==> config.mk <==
export PLATFORM = sky130hd
export DESIGN_NAME = painterengine_gpu_dma_writer
export DESIGN_NICKNAME = d
export VERILOG_FILES = /design/src/rtl/painterengine_gpu_dma_pkg.sv /design/src/rtl/painterengine_gpu_dma_writer.sv
export SDC_FILE = /design/constraint.sdc
export NUM_CORES = 1
export LEC_CHECK = 0
export BUFFER_PORTS_ARGS = -buffer_cell sky130_fd_sc_hd__buf_2
export CELL_PAD_IN_SITES_DETAIL_PLACEMENT = 1
export CELL_PAD_IN_SITES_GLOBAL_PLACEMENT = 1
export CORE_AREA = 2 2 197 199
export CTS_CLUSTER_SIZE = 28
export DETAILED_ROUTE_END_ITERATION = 8
export DIE_AREA = 0 0 199 201
export PLACE_DENSITY = 0.94
export SYNTH_ARGS = -nofsm -noshare
export SYNTH_HDL_FRONTEND = slang
export SYNTH_SLANG_ARGS = --single-unit
==> constraint.sdc <==
create_clock -name i_wire_clock -period 8.4 [get_ports i_wire_clock]
set_input_delay 0.42 -clock i_wire_clock [delete_from_list [all_inputs] [get_ports i_wire_clock]]
set_output_delay 0.42 -clock i_wire_clock [all_outputs]
set_load 0.03 [all_outputs]
==> src/rtl/painterengine_gpu_dma_pkg.sv <==
// rtl/painterengine_gpu_dma_pkg.sv - shared FSM state and error codes for the GPU DMA reader/writer
package painterengine_gpu_dma_pkg;

    typedef enum logic [2:0] {
        ST_ROUTING       = 3'd0,
        ST_PARAM_CHECK   = 3'd1,
        ST_CALC_ADDRESS  = 3'd2,
        ST_ADDRESS_WRITE = 3'd3,
        ST_DATA_WRITE    = 3'd4,
        ST_RESPONSE      = 3'd5,
        ST_DONE          = 3'd6,
        ST_ERROR         = 3'd7
    } dma_state_t;

    localparam logic [2:0] ERR_NONE       = 3'b000;
    localparam logic [2:0] ERR_ROUTER     = 3'b001;
    localparam logic [2:0] ERR_ADDRESS    = 3'b010;
    localparam logic [2:0] ERR_AW_TIMEOUT = 3'b011;
    localparam logic [2:0] ERR_W_TIMEOUT  = 3'b100;
    localparam logic [2:0] ERR_PROTOCOL   = 3'b101;
    localparam logic [2:0] ERR_B_TIMEOUT  = 3'b110;

    // Beats for the next burst: whatever remains, clipped so the burst stops at the 1 KB page end.
    function automatic logic [8:0] calc_burst(input logic [31:0] address,
                                              input logic [31:0] length,
                                              input logic [31:0] offset);
        logic [31:0] remaining;
        logic [7:0]  word_pos;
        logic [8:0]  boundary;
        remaining = length - offset;
        word_pos  = address[9:2] + offset[7:0];
        boundary  = 9'd256 - {1'b0, word_pos};
        return (remaining < {23'd0, boundary}) ? remaining[8:0] : boundary;
    endfunction

endpackage

==> src/rtl/painterengine_gpu_dma_writer.sv <==
// rtl/painterengine_gpu_dma_writer.sv - four-slot routed AXI write DMA with 1 KB burst splitting
module painterengine_gpu_dma_writer
    import painterengine_gpu_dma_pkg::*;
#(
    parameter int TIMEOUT_BIT = 18
) (
    input  logic         i_wire_clock,
    input  logic         i_wire_reset,
    input  logic [127:0] i_wire_address,
    input  logic [127:0] i_wire_length,
    input  logic [3:0]   i_wire_router,
    input  logic [127:0] i_wire_data,
    input  logic [3:0]   i_wire_data_valid,
    output logic [3:0]   o_wire_data_next,
    output logic         o_wire_done,
    output logic         o_wire_error,
    output logic [2:0]   o_wire_error_type,
    output logic         o_wire_M_AXI_AWID,
    output logic [31:0]  o_wire_M_AXI_AWADDR,
    output logic [7:0]   o_wire_M_AXI_AWLEN,
    output logic [2:0]   o_wire_M_AXI_AWSIZE,
    output logic [1:0]   o_wire_M_AXI_AWBURST,
    output logic         o_wire_M_AXI_AWLOCK,
    output logic [3:0]   o_wire_M_AXI_AWCACHE,
    output logic [2:0]   o_wire_M_AXI_AWPROT,
    output logic [3:0]   o_wire_M_AXI_AWQOS,
    output logic         o_wire_M_AXI_AWVALID,
    input  logic         i_wire_M_AXI_AWREADY,
    output logic [31:0]  o_wire_M_AXI_WDATA,
    output logic [3:0]   o_wire_M_AXI_WSTRB,
    output logic         o_wire_M_AXI_WLAST,
    output logic         o_wire_M_AXI_WVALID,
    input  logic         i_wire_M_AXI_WREADY,
    input  logic         i_wire_M_AXI_BID,
    input  logic [1:0]   i_wire_M_AXI_BRESP,
    input  logic         i_wire_M_AXI_BVALID,
    output logic         o_wire_M_AXI_BREADY
);

    dma_state_t  state, next_state;
    logic [2:0]  error_type, next_error;
    logic [31:0] address, length, offset, new_offset;
    logic [1:0]  idx;
    logic [8:0]  burstlen, beat, awlen_full;
    logic [18:0] timeout;
    logic        awvalid;

    logic [31:0] sel_address, sel_length;
    logic [1:0]  sel_idx;
    logic        sel_ok;
    logic        aw_fire, w_fire, wlast, wvalid, handshake, timed_out, waiting;
    logic        unused_bid;

    always_comb begin
        sel_idx = 2'd0;
        sel_ok  = 1'b1;
        case (i_wire_router)
            4'b0001: sel_idx = 2'd0;
            4'b0010: sel_idx = 2'd1;
            4'b0100: sel_idx = 2'd2;
            4'b1000: sel_idx = 2'd3;
            default: sel_ok  = 1'b0;
        endcase
    end

    assign sel_address = i_wire_address[32*sel_idx +: 32];
    assign sel_length  = i_wire_length[32*sel_idx +: 32];

    assign awlen_full = burstlen - 9'd1;
    assign wvalid     = (state == ST_DATA_WRITE) && i_wire_data_valid[idx];
    assign wlast      = (beat == awlen_full);
    assign aw_fire    = awvalid && i_wire_M_AXI_AWREADY;
    assign w_fire     = wvalid && i_wire_M_AXI_WREADY;
    assign new_offset = offset + {23'd0, burstlen};
    assign timed_out  = timeout[TIMEOUT_BIT];
    assign waiting    = (state == ST_ADDRESS_WRITE) || (state == ST_DATA_WRITE) ||
                        (state == ST_RESPONSE);

    always_comb begin
        handshake = 1'b0;
        case (state)
            ST_ADDRESS_WRITE: handshake = aw_fire;
            ST_DATA_WRITE:    handshake = w_fire;
            ST_RESPONSE:      handshake = i_wire_M_AXI_BVALID;
            default:          handshake = 1'b0;
        endcase
    end

    always_comb begin
        next_state = state;
        next_error = error_type;
        case (state)
            ST_ROUTING: begin
                if (sel_ok) begin
                    next_state = ST_PARAM_CHECK;
                end else begin
                    next_state = ST_ERROR;
                    next_error = ERR_ROUTER;
                end
            end
            ST_PARAM_CHECK: begin
                if (address[1:0] != 2'b00 || length == 32'd0) begin
                    next_state = ST_ERROR;
                    next_error = ERR_ADDRESS;
                end else begin
                    next_state = ST_CALC_ADDRESS;
                end
            end
            ST_CALC_ADDRESS: next_state = ST_ADDRESS_WRITE;
            ST_ADDRESS_WRITE: begin
                if (timed_out) begin
                    next_state = ST_ERROR;
                    next_error = ERR_AW_TIMEOUT;
                end else if (aw_fire) begin
                    next_state = ST_DATA_WRITE;
                end
            end
            ST_DATA_WRITE: begin
                if (timed_out) begin
                    next_state = ST_ERROR;
                    next_error = ERR_W_TIMEOUT;
                end else if (w_fire && wlast) begin
                    next_state = ST_RESPONSE;
                end
            end
            ST_RESPONSE: begin
                if (timed_out) begin
                    next_state = ST_ERROR;
                    next_error = ERR_B_TIMEOUT;
                end else if (i_wire_M_AXI_BVALID) begin
                    if (i_wire_M_AXI_BRESP != 2'b00) begin
                        next_state = ST_ERROR;
                        next_error = ERR_PROTOCOL;
                    end else if (new_offset >= length) begin
                        next_state = ST_DONE;
                    end else begin
                        next_state = ST_CALC_ADDRESS;
                    end
                end
            end
            default: next_state = state;
        endcase
    end

    always_ff @(posedge i_wire_clock or posedge i_wire_reset) begin
        if (i_wire_reset) begin
            state      <= ST_ROUTING;
            error_type <= ERR_NONE;
            address    <= '0;
            length     <= '0;
            offset     <= '0;
            idx        <= '0;
            burstlen   <= '0;
            beat       <= '0;
            timeout    <= '0;
            awvalid    <= 1'b0;
        end else begin
            state      <= next_state;
            error_type <= next_error;
            awvalid    <= (next_state == ST_ADDRESS_WRITE);
            case (state)
                ST_ROUTING: begin
                    if (sel_ok) begin
                        address <= sel_address;
                        length  <= sel_length;
                        idx     <= sel_idx;
                    end
                end
                ST_PARAM_CHECK: begin
                    offset  <= '0;
                    beat    <= '0;
                    timeout <= '0;
                end
                ST_CALC_ADDRESS: burstlen <= calc_burst(address, length, offset);
                ST_ADDRESS_WRITE: if (aw_fire) beat <= '0;
                ST_DATA_WRITE:    if (w_fire) beat <= beat + 9'd1;
                ST_RESPONSE: begin
                    if (i_wire_M_AXI_BVALID && i_wire_M_AXI_BRESP == 2'b00)
                        offset <= new_offset;
                end
                default: ;
            endcase
            // Stall watchdog: any handshake on the channel being waited on restarts it.
            if (waiting)
                timeout <= handshake ? 19'd0 : timeout + 19'd1;
        end
    end

    always_comb begin
        o_wire_data_next = 4'b0000;
        if (state == ST_DATA_WRITE)
            o_wire_data_next[idx] = i_wire_M_AXI_WREADY;
    end

    assign o_wire_done       = (state == ST_DONE);
    assign o_wire_error      = (state == ST_ERROR);
    assign o_wire_error_type = (state == ST_ERROR) ? error_type : ERR_NONE;

    assign o_wire_M_AXI_AWID    = 1'b0;
    assign o_wire_M_AXI_AWADDR  = address + {offset[29:0], 2'b00};
    assign o_wire_M_AXI_AWLEN   = awlen_full[7:0];
    assign o_wire_M_AXI_AWSIZE  = 3'b010;
    assign o_wire_M_AXI_AWBURST = 2'b01;
    assign o_wire_M_AXI_AWLOCK  = 1'b0;
    assign o_wire_M_AXI_AWCACHE = 4'b0010;
    assign o_wire_M_AXI_AWPROT  = 3'b000;
    assign o_wire_M_AXI_AWQOS   = 4'b0000;
    assign o_wire_M_AXI_AWVALID = awvalid;

    assign o_wire_M_AXI_WDATA  = i_wire_data[32*idx +: 32];
    assign o_wire_M_AXI_WSTRB  = 4'hF;
    assign o_wire_M_AXI_WLAST  = wlast;
    assign o_wire_M_AXI_WVALID = wvalid;

    assign o_wire_M_AXI_BREADY = (state == ST_RESPONSE);
    assign unused_bid          = i_wire_M_AXI_BID;

endmodule

==> results of run 1 <==
==> path summary, 6_finish.rpt <==
path | from | slack (ns) | end | cells after the start
max in group asynchronous | i_wire_reset | 6.86 | idx[0] | 3
min in group i_wire_clock | i_wire_address[21] | 0.39 | address[21] | 4
worst max register to register | burstlen[0] | 2.27 | state[2] | 25
worst min-delay path | i_wire_reset | 0.08 | idx[1] | 2
worst min register to register | error_type[0] | 0.48 | error_type[0] | 2
worst max-delay path | burstlen[0] | 2.27 | state[2] | 25
==> stage by stage <==
stage	area, µm²	instances	util	hold WS [ns]	total power (W)
after CTS	17500	2582	0.4592	0.1076	0.001762
after global placement	16900	2550	0.4434	0.4662	0.0009486
after floorplan	14190	1640	-	0.4418	0.0008282
final	17500	2582	0.4592	0.07602	0.001752
after global routing	17500	2582	0.4592	0.1292	0.001799
after detailed placement	16900	2550	0.4434	0.4708	0.0009558
==> power groups by stage <==
stage | logic, W | clock network, W | registers, W
floorplan | 0.000132 | 0 | 0.000697
global placement | 0.000252 | 0 | 0.000697
detailed placement | 0.000259 | 0 | 0.000697
CTS | 0.000260 | 0.000818 | 0.000683
global route | 0.000275 | 0.000841 | 0.000683
finish | 0.000258 | 0.000811 | 0.000683
==> worst register-to-register path: stages, from the launching register on <==
cell and delay [ns]:
dfrtp_1 0.49, ha_1 0.24, inv_1 0.06, fa_1 0.41, nor2b_1 0.13, o21ai_0 0.13
a21boi_0 0.36, o21ai_1 0.15, a21boi_0 0.32, o21a_1 0.19, o21ai_1 0.16, a2111oi_4 1.01
nand2_1 0.22, xnor2_1 0.19, ha_1 0.19, a21o_1 0.15, a21o_1 0.16, a21o_1 0.17
a21o_1 0.17, a21oi_1 0.16, nor2b_1 0.06, o21ai_0 0.16, nand2_1 0.09, a211o_1 0.27
o211ai_1 0.18, a31oi_1 0.14
==> final cells by class <==
cell class                      count  area [µm²]
Sequential cell                   142        3555
Clock inverter                     13       151.4
Multi-Input combinational cell   1290        9786
Tap cell                          518       648.1
Fill cell                        4691       20610
Inverter                          105       399.1
Clock buffer                       19       452.9
Timing Repair Buffer              495        2507
==> metal layers <==
layer / share of wire / global-route usage / wire length, µm / vias to the layer above
met2: 0.54 / 0.5502 / 31170 / 478
met5: 0.00021 / 0 / 12 / -
met4: 0.048 / 0.1399 / 2770 / 2
met3: 0.046 / 0.03394 / 2652 / 114
met1: 0.37 / 0.3019 / 21080 / 7283
li1: - / - / - / 6700
==> logic make-up after synthesis <==
group	synth area share
AOI/OAI and AO/OA	0.1762
DFF	0.2518
and+or+nand+nor	0.1758
other	0.0005321
xor gates and xnor gates	0.06330
muxes	0.1649
adders and majority gates	0.1044
buffers and inverters	0.06303
==> sequential cells by signal (all words and copies together) (netlist names) <==
| signal | flops |
|---|---|
| address | 32 |
| length | 32 |
| offset | 32 |
| timeout | 19 |
| beat | 9 |
| burstlen | 9 |
| error_type | 3 |
| state | 3 |
| idx | 2 |
| o_wire_M_AXI_AWVALID | 1 |
==> cells in the final DEF (no fill, tap or decap), types with 36 or more instances in the layout <==
master | Yosys | layout
xor2_1 | 36 | 36
nor2_1 | 87 | 87
mux4_2 | 97 | 97
nand3_1 | 47 | 47
xnor2_1 | 66 | 66
ha_1 | 113 | 113
inv_1 | 105 | 104
nand2_1 | 236 | 236
dfrtp_1 | 142 | 141
a21o_1 | 36 | 36
o21ai_0 | 137 | 136
buf_2 | 0 | 483
a21oi_1 | 95 | 95
==> impl_metrics.yaml, run 1 <==
placed_design:
  dpl.hpwl_mm: 46.71
  numPortBuffers: 483
  pre_cts_ws_ns: 2.374
  place_congestion: 0.8999
layout:
  area_growth_pct: 23.99
  final_nets: 2567
  num_antenna_cells: 0
  final_layout_size_suffix_gt1_frac: 0.3140
clocking:
  post_cts_buffers: 0
  cts_resized: 0
  insertion_delay_ns: 0.45
  cts_tree: "done"
  ctsHoldBuffers: 0
  htreeDepth: 4
  cts-buffers-inserted: 17
  clkTransAtPathRegs_ns: 0.07
  cts_sinks: 142
  cts.path.max_buffers: 2
  root_buffer: "clkbuf_16"
critical_path:
  max_stage_delay_ns: 1.01
  critPathLaunchType: "register"
  cp_data_arrival_time_ns: 6.43
  required_ns: 8.70
  critPathSlowestCell: "a2111oi_4"
  crit_fanout: 15
  path_buf_inv: 1
  crit_type: "register to register"
  endpoint_kind: "register"
  path_delay_family: "compound AO/OA/AOI/OAI gates"
  crit_top_cell: "a21o_1"
routing:
  drt-pass1-iter-count: 5
  wl_mm: 57.68
  drc: 0
  drtIter0Drc: 675
  vias_per_cell: 5.646
  detail-route-antenna-nets: 0
  vias: 14580
  wl_per_cell_um: 22.34
logic_synthesis:
  synthMostInstantiatedCell: "nand2_1"
  synth_edf_count: 0
  synth_area_um2: 14110
  yosysTopAreaCell: "dfrtp_1"
  syn_inst: 1620
  ys.flop_type: "dfrtp_1"
  ys_top_cells_by_count: "nand2_1, dfrtp_1, o21ai_0"
  yosys_warnings: 0
  ys_async_sr_fraction: 1.000
  avgSynthCellArea_um2: 8.712
  synth_top_area_frac: 0.2518
  ys_ff_latch: 142
  yosysSeqAreaShare: 0.2518
  yosysUniqueCellTypes: 73
  synthTopCellsByArea: "dfrtp_1, mux4_2, ha_1, nand2_1, o21ai_0"
sta:
  grt_setup_unrepaired: "false"
  tns_ns: 0
  final_hold_viol_count: 0
  setup_viol: 0
  period_needed_ns: 6.130
  relSlewSlack: 0.1979
  period_share: 0.7297
  finalWorstSetupSlack_ns: 2.270
  finClkSkew_ns: 0.01554
  tightest_slew_ns: 1.199
  finalMaxSlewViolations: 0
  max_freq_mhz: 163.1
flow_run:
  maxCapViolCount: 0
power:
  p_switching_w: 0.0004761
  irDropWorstVdd_mv: 0.1409
  p_leak_nw: 8.515
  p_per_area_nw_per_um2: 100.1
  combPwrFrac: 0.147
  p_clk_frac: 0.463
  sw_frac_of_total: 0.2718
  pwr-share-seq: 0.390
  power.internal_w: 0.001276
floorplanning:
  io_pins: 507
  dieArea_um2: 40000
  fp.dieH_um: 201
  die_w_um: 199
  floorplan.initialDensity: 0.3704
  rows: 72
  core_um2: 38110
global_route:
  grt_pass1_wl_mm: 87.75
  grt_pass1_vias: 16020
  antenna_found_initial: 1
  grt_max_degree: 75
  grt_overflow: 0
  grt_usage: 0.2855
run_status:
  outcome: "complete, no violations"
worst_hold_path:
  hold_path.class: "input port to asynchronous set/reset pin"
Power figures use the tool's default switching activity.
==> run 2: changes to the inputs <==
--- a/config.mk
+++ b/config.mk
@@ -5,14 +5,15 @@
 export SDC_FILE = /design/constraint.sdc
 export NUM_CORES = 1
 export LEC_CHECK = 0
+export ABC_AREA = 1
 export BUFFER_PORTS_ARGS = -buffer_cell sky130_fd_sc_hd__buf_2
 export CELL_PAD_IN_SITES_DETAIL_PLACEMENT = 1
 export CELL_PAD_IN_SITES_GLOBAL_PLACEMENT = 1
-export CORE_AREA = 2 2 197 199
+export CORE_ASPECT_RATIO = 1.75
+export CORE_UTILIZATION = 36
 export CTS_CLUSTER_SIZE = 28
 export DETAILED_ROUTE_END_ITERATION = 8
-export DIE_AREA = 0 0 199 201
-export PLACE_DENSITY = 0.94
+export PLACE_DENSITY = 0.95
 export SYNTH_ARGS = -nofsm -noshare
 export SYNTH_HDL_FRONTEND = slang
 export SYNTH_SLANG_ARGS = --single-unit
==> constraint.sdc (replaced) <==
create_clock -name i_wire_clock -period 6.15 [get_ports i_wire_clock]
set_input_delay 0.3075 -clock i_wire_clock [delete_from_list [all_inputs] [get_ports i_wire_clock]]
set_output_delay 0.3075 -clock i_wire_clock [all_outputs]
set_load 0.03 [all_outputs]
==> run 2 against run 1 <==
  * Core utilization is 1.5 points lower
  * Cell count is 36% higher
  * Sequential share of layout area is 1.8 points lower
  * Power is 39% higher
  * Clock power increased by 44%
  * Wire length increased by 24%
  * Synthesized area up 12%
  * Critical path type unchanged
  * Via count grew 35%
  * Worst hold slack got worse by 0.051 ns
  * Global-route usage up 2.8 points
  * Clock skew fell by 0.0020 ns
  * Non-clock buffer count increased by 2
==> impl_metrics.yaml, run 2 <==
clocking:
  cts-buffers-inserted: 17
  insertion_delay_ns: 0.46
  cts_tree: "done"
  htreeDepth: 4
  clkTransAtPathRegs_ns: 0.07
  cts_resized: 0
  cts.path.max_buffers: 2
  post_cts_buffers: 0
  ctsHoldBuffers: 0
  root_buffer: "clkbuf_16"
  cts_sinks: 142
sta:
  period_share: 0.8237
  max_freq_mhz: 197.4
  tightest_slew_ns: 1.049
  finalMaxSlewViolations: 0
  tns_ns: 0
  setup_viol: 0
  relSlewSlack: 0.2980
  finClkSkew_ns: 0.01350
  final_hold_viol_count: 0
  period_needed_ns: 5.066
  grt_setup_unrepaired: "false"
routing:
  vias: 19680
  wl_mm: 71.31
  detail-route-antenna-nets: 0
  wl_per_cell_um: 20.25
  drc: 0
  drt-pass1-iter-count: 5
  vias_per_cell: 5.588
  drtIter0Drc: 1369
logic_synthesis:
  yosysUniqueCellTypes: 54
  synth_compound_area_frac: 0.1946
  synth_top_family_by_area: "simple AND/OR/NAND/NOR gates"
  synth_top_area_frac: 0.2257
  synth_edf_count: 0
  syn_inst: 2514
  synthMostInstantiatedCell: "nand2_1"
  muxShareOfSynthArea: 0
  ys_top_cells_by_count: "nand2_1, nor2_1, inv_1"
  ys.flop_type: "dfrtp_1"
  ys_ff_latch: 142
  synth_area_um2: 15740
  yosys_warnings: 0
  avgSynthCellArea_um2: 6.262
  synth_xor_xnor_area_share: 0.04673
  synth_fa_ha_area_frac: 0.09363
  synthTopCellsByArea: "dfrtp_1, nand2_1, ha_1, nor2_1, inv_1"
  yosys.area_share.simple: 0.3243
  yosysSeqAreaShare: 0.2257
  yosysTopAreaCell: "dfrtp_1"
  ys_async_sr_fraction: 1.000
critical_path:
  required_ns: 6.51
  cp_data_arrival_time_ns: 5.42
  crit_fanout: 5
  endpoint_kind: "register"
  crit_type: "register to register"
  critPathLaunchType: "register"
power:
  p_switching_w: 0.0006813
  p_clk_frac: 0.481
  combPwrFrac: 0.137
  pwr-share-seq: 0.383
  power.internal_w: 0.001759
  sw_frac_of_total: 0.2792
  irDropWorstVdd_mv: 0.1823
  p_leak_nw: 10.44
  p_per_area_nw_per_um2: 127.1
floorplanning:
  core_um2: 43220
  dieArea_um2: 44600
  rows: 101
  io_pins: 507
  die_w_um: 160.1
  fp.dieH_um: 278.6
  floorplan.initialDensity: 0.3643
global_route:
  grt_overflow: 0
  grt_pass1_vias: 20460
  grt_usage: 0.3138
  grt_max_degree: 95
  use_met2: 0.5771
  grt_util_met3: 0.05452
  grt-busiest-layer: "met2"
  antenna_found_initial: 2
  grt_pass1_wl_mm: 109.5
  grt.met1_usage: 0.3127
layout:
  area_growth_pct: 21.96
  top_regs: "address x32, length x32, offset x32"
  final_util: 0.4442
  fin_cells: 3521
  final_common_cell: "nand2_1"
  final_layout_size_suffix_gt1_frac: 0.1961
  final_cell_mix: "nand2_1, buf_2, nor2_1, inv_1, o21ai_0"
  fillers: 5963
  final_nets: 3456
placed_design:
  dp.cells: 3487
  numPortBuffers: 483
  dpl.hpwl_mm: 56.46
  place_congestion: 0.9586
run_status:
  outcome: "complete, no violations"
flow_run:
  maxCapViolCount: 0
worst_hold_path:
  hold_path.class: "input port to asynchronous set/reset pin"
==> run 2: changes by cell type in the layout (fill, tap and decap cells not counted), sizes merged, moves of 32 or more <==
cell | previous run | this run
inv | 110 | 343
a21o | 36 | 4
nand2 | 236 | 555
nand3 | 47 | 186
o21ai | 151 | 209
a31oi | 12 | 72
xnor2 | 66 | 18
o21a | 12 | 68
mux4 | 97 | 0
nor2 | 87 | 347
==> run 2: worst max-delay path, stage by stage (launching register included) <==
cell     delay, ns
dfrtp_1       0.45
ha_1          0.22
inv_1         0.06
fa_1          0.36
inv_1         0.10
nand3_1       0.07
nand2_1       0.14
a21oi_1       0.13
or3_1         0.32
o21ai_1       0.44
nand4_1       0.33
nor3_1        0.25
nand2_1       0.12
and2_1        0.17
ha_1          0.28
nand2_1       0.08
nor2_1        0.25
nand2_1       0.16
nor4_1        0.33
nand4_1       0.16
nand4_1       0.27
o21ai_0       0.12
nand4_1       0.10
nor2_1        0.06
==> run 2: logic make-up after synthesis <==
family | after synthesis
adders and majority gates | 116
AOI/OAI and AO/OA | 516
xor gates and xnor gates | 84
DFF | 142
buffers and inverters | 452
other | 2
and+or+nand+nor | 1202
==> run 2: area by class of cell <==
class                      count  area, µm²  area share
clock inverter                14      203.9     0.01062
timing repair buffer         497       2522      0.1314
antenna                        2      5.005   0.0002607
tap                          566      708.2     0.03688
multi-input combinational   1940      10480      0.5460
clock buffer                  18      429.2     0.02235
sequential                   142       3555      0.1851
inverter                     342       1294     0.06738
==> run 2: path summary, 6_finish.rpt <==
path | from | endpoint | slack (ns) | depth (start not counted)
worst max-delay path | burstlen[0] | o_wire_M_AXI_AWVALID | 1.08 | 23
worst min-delay path | i_wire_reset | address[26] | 0.03 | 2
worst max register to register | burstlen[0] | o_wire_M_AXI_AWVALID | 1.08 | 23
worst min register to register | error_type[1] | error_type[1] | 0.50 | 2
max in group asynchronous | i_wire_reset | length[21] | 4.89 | 3
min in group i_wire_clock | i_wire_address[103] | address[7] | 0.15 | 3
==> run 2: metrics by stage <==
step	area [µm²]	hold slack [ns]	setup WS (ns)	power, W
after floorplan	15820	0.4530	2.033	0.001112
after global placement	18560	0.4703	1.800	0.001274
after detailed placement	18560	0.4817	1.576	0.001281
after CTS	19190	0.07835	1.325	0.002439
after global routing	19200	0.1203	0.8815	0.002498
final	19200	0.02520	1.084	0.002440
==> run 2: power by group through the flow <==
stage	clock [W]	sequential (W)	combinational [W]
global placement	0	0.000951	0.000323
detailed placement	0	0.000951	0.000330
CTS	0.00117	0.000934	0.000332
finish	0.00117	0.000934	0.000334
global route	0.00120	0.000933	0.000361
floorplan	0	0.000952	0.000160
==> run 2: layer usage <==
layer / part of all wire / up-vias
met3: 0.054 / 293
met2: 0.52 / 833
met1: 0.35 / 9414
met4: 0.079 / 0
met5: 0 / -
li1: - / 9136
==> run 3: changes to the inputs <==
--- a/config.mk
+++ b/config.mk
@@ -10,10 +10,10 @@
 export CELL_PAD_IN_SITES_DETAIL_PLACEMENT = 1
 export CELL_PAD_IN_SITES_GLOBAL_PLACEMENT = 1
 export CORE_ASPECT_RATIO = 1.75
-export CORE_UTILIZATION = 36
+export CORE_UTILIZATION = 32
 export CTS_CLUSTER_SIZE = 28
 export DETAILED_ROUTE_END_ITERATION = 8
-export PLACE_DENSITY = 0.95
+export PLACE_DENSITY = 0.9
 export SYNTH_ARGS = -nofsm -noshare
 export SYNTH_HDL_FRONTEND = slang
 export SYNTH_SLANG_ARGS = --single-unit
==> constraint.sdc (replaced) <==
create_clock -name i_wire_clock -period 4.6 [get_ports i_wire_clock]
set_input_delay 0.23 -clock i_wire_clock [delete_from_list [all_inputs] [get_ports i_wire_clock]]
set_output_delay 0.23 -clock i_wire_clock [all_outputs]
set_load 0.03 [all_outputs]
==> run 3 against run 2 <==
  * Non-clock buffer count up 4
  * Wire length down 3.2%
  * Largest power group unchanged
  * Power up 28%
  * Critical path depth unchanged
  * Register-to-register slack worse by 1.0 ns
  * Worst setup slack worse by 1.0 ns
  * Maximum frequency up 11%
  * Clock power up 21%
  * Clock skew down 0.0035 ns
==> impl_metrics.yaml, run 3 (synthesis gave the netlist of run 2 again) <==
critical_path:
  crit_type: "register to register"
  r2r_end: "o_wire_M_AXI_AWVALID"
  endpoint_kind: "register"
  path_buf_inv: 4
  cp.depth: 23
  r2r_setup_slack_ns: 0.05
  required_ns: 4.95
  crit_chain: "ha_1, inv_1, fa_1, inv_1, nand3_1, nand2_2, a21oi_1, or3_1, o21ai_4, nand4_1, buf_4, xor2_1, inv_1, ha_1, nand2_1, nor2_2, nand2_1, nor4_4, nand4_1, nand4_1, o21ai_0, nand4_1, nor2_1"
  max_stage_delay_ns: 0.41
  r2r-start: "offset[0]"
  cp_data_arrival_time_ns: 4.91
  path_delay_family: "simple AND/OR/NAND/NOR gates"
  crit_top_cell: "nand4_1"
  crit_fanout: 4
  worst_r2r_path_depth: 23
  critPathSlowestCell: "dfrtp_2"
  critPathLaunchType: "register"
routing:
  drc: 0
  drtIter0Drc: 775
  vias_per_cell: 5.288
  vias: 19100
  wl_per_cell_um: 19.10
  detail-route-antenna-nets: 0
  wl_mm: 69.02
  drt-pass1-iter-count: 5
placed_design:
  place_congestion: 0.9582
  dpl.hpwl_mm: 56.50
  numPortBuffers: 483
sta:
  relSlewSlack: 0.2971
  period_needed_ns: 4.555
  tightest_slew_ns: 1.053
  tns_ns: 0
  final_hold_viol_count: 0
  period_share: 0.9902
  max_freq_mhz: 219.5
  setup_viol: 0
  finalMaxSlewViolations: 0
  finClkSkew_ns: 0.01002
  holdWs_ns: 0.07729
layout:
  area_growth_pct: 23.10
  final_nets: 3460
  top_regs: "address x32, length x32, offset x32"
  final_common_cell: "nand2_1"
  final_layout_size_suffix_gt1_frac: 0.1992
  final_cell_mix: "nand2_1, buf_2, nor2_1, inv_1, o21ai_0"
global_route:
  grt_overflow: 0
  grt_max_degree: 129
  grt_pass1_wl_mm: 103.8
  grt_usage: 0.2680
  grt_pass1_vias: 19440
  antenna_found_initial: 6
worst_hold_path:
  hold_path.class: "input port to register"
  min-delay-start: "i_wire_address[125]"
  hold-path-cell-count: 3
  hold_end: "address[29]"
flow_run:
  maxCapViolCount: 0
power:
  sw_frac_of_total: 0.3046
  pwr-share-seq: 0.401
  p_per_area_nw_per_um2: 160.6
  p_clk_frac: 0.458
  combPwrFrac: 0.142
  p_switching_w: 0.0009481
  irDropWorstVdd_mv: 0.2766
  p_leak_nw: 10.47
  power.internal_w: 0.002165
clocking:
  insertion_delay_ns: 0.46
  cts_sinks: 142
  root_buffer: "clkbuf_16"
  clkTransAtPathRegs_ns: 0.07
  htreeDepth: 4
  cts.path.max_buffers: 2
  cts-buffers-inserted: 17
  cts_tree: "done"
floorplanning:
  core_um2: 48600
  fp.dieH_um: 295.4
  die_w_um: 169.7
  floorplan.initialDensity: 0.3239
  rows: 107
  dieArea_um2: 50120
  io_pins: 507
run_status:
  outcome: "complete, no violations"
[run 3: final cells by class]
class | count | area (µm²)
fillers | 6639 | 29220
multi-input cells | 1940 | 10510
flip-flops and latches | 142 | 3557
repair buffers | 501 | 2592
inverters | 342 | 1294
well taps | 654 | 818.3
clock buffers | 17 | 425.4
clock inverters | 15 | 172.7
diodes | 2 | 5.005
[run 3: repair_timing]
item,4_1_cts,5_1_grt
cloned,0,0
hold buffers,1,0
hold endpoints to repair,55,0
setup endpoints to repair,2,2
setup buffers,0,2
resized for setup,1,7
pin swaps,0,3
[run 3: worst max-delay path by stage]
stage	startpoint	end
final	offset[0]	o_wire_M_AXI_AWVALID
after floorplan	i_wire_reset	address[0]
after global placement	offset[0]	o_wire_M_AXI_AWVALID
after CTS	offset[0]	o_wire_M_AXI_AWVALID
after detailed placement	offset[0]	o_wire_M_AXI_AWVALID
after global routing	offset[0]	o_wire_M_AXI_AWVALID
[run 3: layer usage]
metal | track usage | up-vias | wire (µm)
li1 | - | 9128 | -
met1 | 0.2714 | 9085 | 24990
met4 | 0.1942 | 2 | 4990
met3 | 0.04485 | 231 | 3436
met2 | 0.4913 | 658 | 35590
met5 | 0 | - | 14
[run 3: power by group through the flow]
stage | registers [W] | logic [W] | clock network (W)
CTS | 0.00125 | 0.000444 | 0.00144
finish | 0.00125 | 0.000441 | 0.00142
global route | 0.00125 | 0.000486 | 0.00147
detailed placement | 0.00127 | 0.000441 | 0
floorplan | 0.00127 | 0.000214 | 0
global placement | 0.00127 | 0.000435 | 0
[run 3: worst reg2reg max path: stages, from the launching register on]
cell,delay [ns]
dfrtp_2,0.41
ha_1,0.19
inv_1,0.06
fa_1,0.36
inv_1,0.13
nand3_1,0.12
nand2_2,0.13
a21oi_1,0.13
or3_1,0.37
o21ai_4,0.14
nand4_1,0.22
buf_4,0.19
xor2_1,0.19
inv_1,0.08
ha_1,0.29
nand2_1,0.08
nor2_2,0.17
nand2_1,0.15
nor4_4,0.29
nand4_1,0.13
nand4_1,0.31
o21ai_0,0.14
nand4_1,0.11
nor2_1,0.06
[run 3: per-stage QoR]
stage                     std cells    util  setup slack (ns)  power [W]  cell area (µm²)
final                          3613  0.3988           0.04504   0.003113            19380
after global routing           3613  0.3988          -0.09912   0.003208            19380
after CTS                      3609  0.3977           0.01411   0.003127            19330
after detailed placement       3576  0.3851          -0.05514   0.001713            18720
after global placement         3576  0.3851            0.2309   0.001707            18720
after floorplan                2534       -            0.5604   0.001486            15820
